[config.mk]
export PLATFORM = sky130hd
export DESIGN_NAME = fwd_source_pipe_flat
export DESIGN_NICKNAME = d
export VERILOG_FILES = /design/src/rtl/fwd_source_pipe_pkg.sv /design/src/rtl/fwd_source_pipe_if.sv /design/src/rtl/fwd_source_pipe_stage_slot_reg.sv /design/src/rtl/fwd_source_pipe.sv /design/src/flat_wrapper.sv
export SDC_FILE = /design/constraint.sdc
export NUM_CORES = 1
export LEC_CHECK = 0
export ABC_AREA = 1
export BUFFER_PORTS_ARGS = -buffer_cell sky130_fd_sc_hd__buf_2
export CAP_MARGIN = 20
export CORE_AREA = 2 2 141 143
export CTS_CLUSTER_DIAMETER = 60
export DETAILED_ROUTE_END_ITERATION = 10
export DIE_AREA = 0 0 143 145
export PLACE_DENSITY_LB_ADDON = 0.05
export SLEW_MARGIN = 20
export SYNTH_ARGS = -nofsm -noshare
export SYNTH_HDL_FRONTEND = slang
export SYNTH_HIERARCHICAL = 1
export SYNTH_SLANG_ARGS = --single-unit
[constraint.sdc]
create_clock -name clk -period 2 [get_ports clk]
set_input_delay 0.3 -clock clk [delete_from_list [all_inputs] [get_ports clk]]
set_output_delay 0.3 -clock clk [all_outputs]
set_load 0.02 [all_outputs]
[src/rtl/fwd_source_pipe_pkg.sv]
`default_nettype none
// ============================================================================
// Module      : fwd_source_pipe_pkg
// Description : Shared widths, pipeline-slot record and slot helpers for the
//               forwarding-source pipeline.
// Revision    : 1.0 - initial release
// ============================================================================
package fwd_source_pipe_pkg;

    localparam int             DW = 64;
    localparam int             AW = 5;
    localparam logic [AW-1:0]  ZR = 5'b11111;

    typedef struct packed {
        logic          v;
        logic          w;
        logic          ld;
        logic [AW-1:0] rd;
        logic [DW-1:0] data;
    } stage_slot_t;

    localparam stage_slot_t c_BUBBLE = '{v: 1'b0, w: 1'b0, ld: 1'b0, rd: ZR, data: '0};

    // XZR is architecturally discarded, so a write to it never counts.
    function automatic logic slot_writes(input stage_slot_t s);
        return s.v & s.w & (s.rd != ZR);
    endfunction

endpackage
`default_nettype wire

[src/rtl/fwd_source_pipe_if.sv]
`default_nettype none
// ============================================================================
// Module      : fwd_source_pipe_if
// Description : EX-stage, memory and forwarding-lookup bundle between the
//               core (master) and the forwarding-source pipeline (slave).
// Revision    : 1.0 - initial release
// ============================================================================
interface fwd_source_pipe_if import fwd_source_pipe_pkg::*; ();

    logic          ex_valid;
    logic          ex_reg_write;
    logic          ex_is_load;
    logic [AW-1:0] ex_rd;
    logic [DW-1:0] ex_result;
    logic          flush;
    logic          mem_stall;
    logic [DW-1:0] mem_load_data;
    logic [AW-1:0] id_rn;
    logic [AW-1:0] id_rm;

    logic          ex_ready;
    logic          load_use_stall;
    logic [AW-1:0] alu_rd_key;
    logic [DW-1:0] alu_result;
    logic [AW-1:0] mem_rd_key;
    logic [DW-1:0] mem_result;
    logic          wb_en;
    logic [AW-1:0] wb_rd;
    logic [DW-1:0] wb_data;

    modport master (
        output ex_valid, ex_reg_write, ex_is_load, ex_rd, ex_result,
               flush, mem_stall, mem_load_data, id_rn, id_rm,
        input  ex_ready, load_use_stall, alu_rd_key, alu_result,
               mem_rd_key, mem_result, wb_en, wb_rd, wb_data
    );

    modport slave (
        input  ex_valid, ex_reg_write, ex_is_load, ex_rd, ex_result,
               flush, mem_stall, mem_load_data, id_rn, id_rm,
        output ex_ready, load_use_stall, alu_rd_key, alu_result,
               mem_rd_key, mem_result, wb_en, wb_rd, wb_data
    );

endinterface
`default_nettype wire

[src/rtl/fwd_source_pipe_stage_slot_reg.sv]
`default_nettype none
// ============================================================================
// Module      : stage_slot_reg
// Description : One pipeline slot register; hold beats bubble beats load.
// Revision    : 1.0 - initial release
// ============================================================================
module stage_slot_reg
    import fwd_source_pipe_pkg::*;
(
    input  wire logic        clk,
    input  wire logic        reset,
    input  wire logic        i_hold,
    input  wire logic        i_bubble,
    input  wire stage_slot_t i_d,
    output stage_slot_t      o_q
);

    stage_slot_t r_q;

    always_ff @(posedge clk) begin
        if (reset) begin
            r_q <= c_BUBBLE;
        end else if (!i_hold) begin
            if (i_bubble) begin
                r_q <= c_BUBBLE;
            end else begin
                r_q <= i_d;
            end
        end
    end

    assign o_q = r_q;

endmodule
`default_nettype wire

[src/rtl/fwd_source_pipe.sv]
`default_nettype none
// ============================================================================
// Module      : fwd_source_pipe
// Description : EX/MEM and MEM/WB result registers publishing the two
//               forwarding sources, the writeback port and load-use stall.
// Revision    : 1.0 - initial release
// ============================================================================
module fwd_source_pipe
    import fwd_source_pipe_pkg::*;
(
    input  wire logic          clk,
    input  wire logic          reset,
    fwd_source_pipe_if.slave   bus
);

    stage_slot_t w_em_d;
    stage_slot_t w_em;
    stage_slot_t w_mw_d;
    stage_slot_t w_mw;
    logic        w_em_bubble;
    logic        w_em_writes;
    logic        w_mw_writes;
    logic        w_alu_fwd;

    assign w_em_bubble = !(bus.ex_valid && !bus.flush);

    always_comb begin
        w_em_d      = c_BUBBLE;
        w_em_d.v    = 1'b1;
        w_em_d.w    = bus.ex_reg_write;
        w_em_d.ld   = bus.ex_is_load;
        w_em_d.rd   = bus.ex_rd;
        w_em_d.data = bus.ex_result;
    end

    // The load flag is consumed here: MEM/WB always carries final data.
    always_comb begin
        w_mw_d      = c_BUBBLE;
        w_mw_d.v    = w_em.v;
        w_mw_d.w    = w_em.w;
        w_mw_d.rd   = w_em.rd;
        w_mw_d.data = w_em.ld ? bus.mem_load_data : w_em.data;
    end

    stage_slot_reg u_em_slot (
        .clk      (clk),
        .reset    (reset),
        .i_hold   (bus.mem_stall),
        .i_bubble (w_em_bubble),
        .i_d      (w_em_d),
        .o_q      (w_em)
    );

    // A stalled MEM stage drains nothing downstream, so MEM/WB takes a bubble.
    stage_slot_reg u_mw_slot (
        .clk      (clk),
        .reset    (reset),
        .i_hold   (1'b0),
        .i_bubble (bus.mem_stall),
        .i_d      (w_mw_d),
        .o_q      (w_mw)
    );

    assign w_em_writes = slot_writes(w_em);
    assign w_mw_writes = slot_writes(w_mw);
    assign w_alu_fwd   = w_em_writes && !w_em.ld;

    assign bus.ex_ready       = !bus.mem_stall;
    assign bus.load_use_stall = w_em_writes && w_em.ld &&
                                ((w_em.rd == bus.id_rn) || (w_em.rd == bus.id_rm));

    assign bus.alu_rd_key = w_alu_fwd ? w_em.rd   : ZR;
    assign bus.alu_result = w_alu_fwd ? w_em.data : '0;
    assign bus.mem_rd_key = w_mw_writes ? w_mw.rd   : ZR;
    assign bus.mem_result = w_mw_writes ? w_mw.data : '0;

    assign bus.wb_en   = w_mw_writes;
    assign bus.wb_rd   = w_mw.rd;
    assign bus.wb_data = w_mw.data;

endmodule
`default_nettype wire

[src/flat_wrapper.sv]
// flat-port wrapper written by rule: the top's interface ports become plain ports
module fwd_source_pipe_flat import fwd_source_pipe_pkg::*;
  (clk, reset, bus_ex_valid, bus_ex_reg_write, bus_ex_is_load, bus_ex_rd, bus_ex_result, bus_flush, bus_mem_stall, bus_mem_load_data, bus_id_rn, bus_id_rm, bus_ex_ready, bus_load_use_stall, bus_alu_rd_key, bus_alu_result, bus_mem_rd_key, bus_mem_result, bus_wb_en, bus_wb_rd, bus_wb_data);
  fwd_source_pipe_if bus_i ();
  input  wire logic clk;
  input  wire logic reset;
  input wire logic [$bits(bus_i.ex_valid)-1:0] bus_ex_valid;
  input wire logic [$bits(bus_i.ex_reg_write)-1:0] bus_ex_reg_write;
  input wire logic [$bits(bus_i.ex_is_load)-1:0] bus_ex_is_load;
  input wire logic [$bits(bus_i.ex_rd)-1:0] bus_ex_rd;
  input wire logic [$bits(bus_i.ex_result)-1:0] bus_ex_result;
  input wire logic [$bits(bus_i.flush)-1:0] bus_flush;
  input wire logic [$bits(bus_i.mem_stall)-1:0] bus_mem_stall;
  input wire logic [$bits(bus_i.mem_load_data)-1:0] bus_mem_load_data;
  input wire logic [$bits(bus_i.id_rn)-1:0] bus_id_rn;
  input wire logic [$bits(bus_i.id_rm)-1:0] bus_id_rm;
  output wire logic [$bits(bus_i.ex_ready)-1:0] bus_ex_ready;
  output wire logic [$bits(bus_i.load_use_stall)-1:0] bus_load_use_stall;
  output wire logic [$bits(bus_i.alu_rd_key)-1:0] bus_alu_rd_key;
  output wire logic [$bits(bus_i.alu_result)-1:0] bus_alu_result;
  output wire logic [$bits(bus_i.mem_rd_key)-1:0] bus_mem_rd_key;
  output wire logic [$bits(bus_i.mem_result)-1:0] bus_mem_result;
  output wire logic [$bits(bus_i.wb_en)-1:0] bus_wb_en;
  output wire logic [$bits(bus_i.wb_rd)-1:0] bus_wb_rd;
  output wire logic [$bits(bus_i.wb_data)-1:0] bus_wb_data;
  assign bus_i.ex_valid = bus_ex_valid;
  assign bus_i.ex_reg_write = bus_ex_reg_write;
  assign bus_i.ex_is_load = bus_ex_is_load;
  assign bus_i.ex_rd = bus_ex_rd;
  assign bus_i.ex_result = bus_ex_result;
  assign bus_i.flush = bus_flush;
  assign bus_i.mem_stall = bus_mem_stall;
  assign bus_i.mem_load_data = bus_mem_load_data;
  assign bus_i.id_rn = bus_id_rn;
  assign bus_i.id_rm = bus_id_rm;
  assign bus_ex_ready = bus_i.ex_ready;
  assign bus_load_use_stall = bus_i.load_use_stall;
  assign bus_alu_rd_key = bus_i.alu_rd_key;
  assign bus_alu_result = bus_i.alu_result;
  assign bus_mem_rd_key = bus_i.mem_rd_key;
  assign bus_mem_result = bus_i.mem_result;
  assign bus_wb_en = bus_i.wb_en;
  assign bus_wb_rd = bus_i.wb_rd;
  assign bus_wb_data = bus_i.wb_data;
  fwd_source_pipe u_core (.clk(clk), .reset(reset), .bus(bus_i));
endmodule
Yosys cells after proc, flatten, opt, wreduce, memory -nomap -nowiden

Index checks and enable logic that the tools add are counted.

Bits of input ports: 150
Register bits after elaboration: 143
Logic and storage cells: 32
Output and inout port bits: 210

Bitwise logic cells: 4
Reduce and logical (&&, ||, !) cells: 9
Equality and inequality tests: 4
Multiplexer cells: 6

Operators by type and width:

| kind                                          | count |
|---|---|
| 2-to-1 mux 64 bit                             | 3 |
| 2-to-1 mux 72 bit                             | 1 |
| equality test 5 bit                           | 2 |
| 2-to-1 mux 5 bit                              | 2 |
| inequality test 5 bit (second input constant) | 2 |
| AND 1 bit                                     | 4 |
| logical AND 1 bit                             | 4 |
| zero test 1 bit                               | 3 |
| OR reduction 2 bit                            | 1 |
| logical OR 1 bit                              | 1 |

Depth between registers and ports, before layout

Depth after elaboration: 4
Depth in mapped cells: 7
Gate-level depth less buffers: 6

Cells and area by module

Netlist, hierarchy kept.

By module, submodules not included:

| module          | area each (sq um) | times used | sequential area each (sq um) | cells each |
|---|---|---|---|---|
| stage_slot_reg  | 2498.6            | 2          | 1441.4                       | 314 |
| fwd_source_pipe | 1929.4            | 1          | 0.0                          | 482 |

Least setup slack after synthesis

No wires, ideal clock.

Path kind: reg2out
Start: register u_core.u_mw_slot.r_q, in the netlist u_core/u_mw_slot/o_q[64]
End: output bus_mem_result[33]
Stages on the path, launching flop included: 8
Slack: 0.169 ns
Arrival: 1.531 ns
Data required time: 1.700 ns
Cells stage by stage: dfxtp_1 nand3_1 nor2_1 nor2_1 inv_2 buf_2 buf_6 nor2_1

Cells in the longest elaborated chain, start to end: 3

Ends and longest elaborated chain:

| element                  | line                                 | RTL |
|---|---|---|
| start: declaration       | fwd_source_pipe_stage_slot_reg.sv:18 | `stage_slot_t r_q;` |
| start signal: assignment | fwd_source_pipe_stage_slot_reg.sv:22 | `r_q <= c_BUBBLE;` |
| start signal: assignment | fwd_source_pipe_stage_slot_reg.sv:25 | `r_q <= c_BUBBLE;` |
| start signal: assignment | fwd_source_pipe_stage_slot_reg.sv:27 | `r_q <= i_d;` |
| inequality test 5 bit    | fwd_source_pipe_pkg.sv:26            | `return s.v & s.w & (s.rd != ZR);` |
| AND 1 bit                | fwd_source_pipe_pkg.sv:26            |  |
| via bus_wb_en            | flat_wrapper.sv:23                   | `output wire logic [$bits(bus_i.wb_en)-1:0] bus_wb_en;` |
| 2-to-1 mux 64 bit        | fwd_source_pipe.sv:75                | `assign bus.mem_result = w_mw_writes ? w_mw.data : '0;` |
| end: declaration         | flat_wrapper.sv:22                   | `output wire logic [$bits(bus_i.mem_result)-1:0] bus_mem_result;` |

The timed path passes the listed nets, and every way through them passes these cells.

Worst setup path in the final report

Start: register u_core.u_em_slot.r_q, in the netlist u_core/u_em_slot/o_q[68]
End: output bus_alu_result[44]

Cells in the longest elaborated chain, start to end: 4

Ends and longest elaborated chain:

| element                  | line                                 | RTL |
|---|---|---|
| start: declaration       | fwd_source_pipe_stage_slot_reg.sv:18 |  |
| start signal: assignment | fwd_source_pipe_stage_slot_reg.sv:22 |  |
| start signal: assignment | fwd_source_pipe_stage_slot_reg.sv:25 |  |
| start signal: assignment | fwd_source_pipe_stage_slot_reg.sv:27 |  |
| inequality test 5 bit    | fwd_source_pipe_pkg.sv:26            |  |
| AND 1 bit                | fwd_source_pipe_pkg.sv:26            |  |
| logical AND 1 bit        | fwd_source_pipe.sv:66                | `assign w_alu_fwd = w_em_writes && !w_em.ld;` |
| 2-to-1 mux 64 bit        | fwd_source_pipe.sv:73                | `assign bus.alu_result = w_alu_fwd ? w_em.data : '0;` |
| end: declaration         | flat_wrapper.sv:20                   | `output wire logic [$bits(bus_i.alu_result)-1:0] bus_alu_result;` |

Every way passes these cells.

==> impl_metrics.ini <==
[status]
status = finished clean

[finish]
final_core_util_pct = 52.53
fillers = 2081
finalNetCount = 1601
mostFrequentLayoutCells = nand2_1 (497), buf_2 (304), dfxtp_1 (136), a21oi_1 (133), nor2_1 (109)
final_common_cell = nand2_1
area_growth_pct = 46.35
layout.cells.non_filler = 1731
drive_gt1_share_pct = 32.45

[global_routing]
grt_pass1_vias = 7130
grt_pass1_wl_mm = 38.00
grt_overflow = 0
grt_max_degree = 73
antenna_found_initial = 2
track_usage_pct = 23.17

[clock_tree]
cts_max_level = 4
hold_buffers = 0
root_buffer = clkbuf_16
clockBufferDepth = 2
cts_tree = done
cts-buffers-inserted = 17
cts_sinks = 143
clkLatencyLatePin_ns = 0.41
cts.clk_slew.worst_paths_ns = 0.06

[timing]
period_share_pct = 98.18
drv_slew = 0
rsz0062_at_grt = true
setup_viol = 0
hold_viol = 0
fin_skew_ns = 0.008121
timing.fmax_mhz = 509.3
setup_ws_ns = 0.03636
min_period_ns = 1.964

[pwr]
p_total_uw = 6925
peakVddDrop_mv = 0.5594
p_leak_uw = 0.004655
p_per_area_nw_per_um2 = 686.4

[yosys]
yosysWarnings = 6
synth_cells = 1106
syn_area_um2 = 6894
syn_avg_cell_area_um2 = 6.233

[detailed_routing]
drt_iter0_drc = 391
drc_errors = 0
dr.pass1.iters = 5
routedWlPerCell_um = 14.81
viasPerCell = 4.545
vias = 7867
drt_wl_total_mm = 25.64
postRouteAntennaNets = 0

[die]
die_area_um2 = 20740
die_y_um = 145
num_io_pins = 360
start_util_pct = 35.89
core_um2 = 19210
die_w_um = 143
std_cell_rows = 51

[critical_path]
cp.arrival_ns = 1.66
end_kind = primary output
reg2reg_slack_ns = 0.67
critPathTopFamily = buffers and inverters
path_buf_inv = 3
worstPathCellList = inv_4 -> nor2_4 -> nand3_4 -> nand3_4 -> buf_12 -> nor2_1 -> buf_4
crit_path_max_fanout = 16
path_common_cell = nand3_4
critPathLaunchType = register
max_stage_delay_ns = 0.36
crit_type = reg -> out
slowest_stage = dfxtp_4
critPathRequiredTime_ns = 1.70

[placement]
port_buffers = 359
place_congestion = 0.8346
hpwl_mm = 17.29
place_inst = 1680
pre_cts_ws_ns = 0.2876

[job]
cap_viol_max_count = 0

[worst_hold_path]
holdCritPathClass = in -> reg
final cells by class:
class / instances / area [um^2] / share of cell area (%)
Timing Repair inverter: 1 / 6.256 / 0.06200
Inverter: 84 / 325.3 / 3.224
Tap cell: 265 / 331.6 / 3.286
Multi-Input combinational cell: 807 / 3417 / 33.87
Antenna cell: 2 / 5.005 / 0.04960
Clock buffer: 23 / 508.0 / 5.035
Clock inverter: 9 / 128.9 / 1.277
Timing Repair Buffer: 397 / 2489 / 24.67
Sequential cell: 143 / 2879 / 28.53
metrics by stage:
stage	area, um^2	TNS [ns]	hold slack, ns
global route	10090	-1.884	0.1104
detailed placement	8869	0	0.4534
finish	10090	0	0.1071
CTS	9711	-0.9993	0.08513
global placement	8869	0	0.4522
floorplan	6898	0	0.4347
path summary, 6_finish.rpt:
| check | depth (start not counted) | start | to |
|---|---|---|---|
| worst min register to register | 2 | u_core/u_em_slot/o_q[50] | u_core/u_em_slot/o_q[50] |
| worst max register to register | 5 | u_core/u_em_slot/o_q[69] | u_core/u_mw_slot/o_q[24] |
| worst max-delay path | 7 | u_core/u_em_slot/o_q[68] | bus_alu_result[44] |
| worst min-delay path | 3 | bus_ex_rd[0] | u_core/u_em_slot/o_q[64] |
repair_timing:
item / in CTS / in global routing
setup endpoints to repair: 124 / 124
setup buffers: 2 / 10
pin swaps: 1 / 2
gates resized for setup: 42 / 89
gates cloned: 2 / 5
endpoints found under the hold margin: 0 / 0
tightest hold or removal path: cells and delay by family:
family                 cells  cell delay (ns)
AO/OA/AOI/OAI              1             0.06
buffers and inverters      1             0.07
AND/OR/NAND/NOR            1             0.06
power by group:
group          switching [uW]  leakage [uW]  internal, uW
combinational             360       0.00319           241
sequential               44.4       0.00116          2910
clock                    1210      0.000311          2160
sequential cells by signal, summed over array words and instances (netlist names):
signal                cells
u_core/u_mw_slot/o_q     71
u_core/u_em_slot/o_q     72
routing by layer:
layer / routed length [um] / GRT usage (%) / vias to the layer above
met5: 0 / 0 / -
met4: 369 / 6.832 / 0
met3: 2077 / 5.908 / 30
met2: 12560 / 39.74 / 287
met1: 10630 / 28.39 / 3494
li1: - / - / 4056
(Power assumes the default switching activity.)
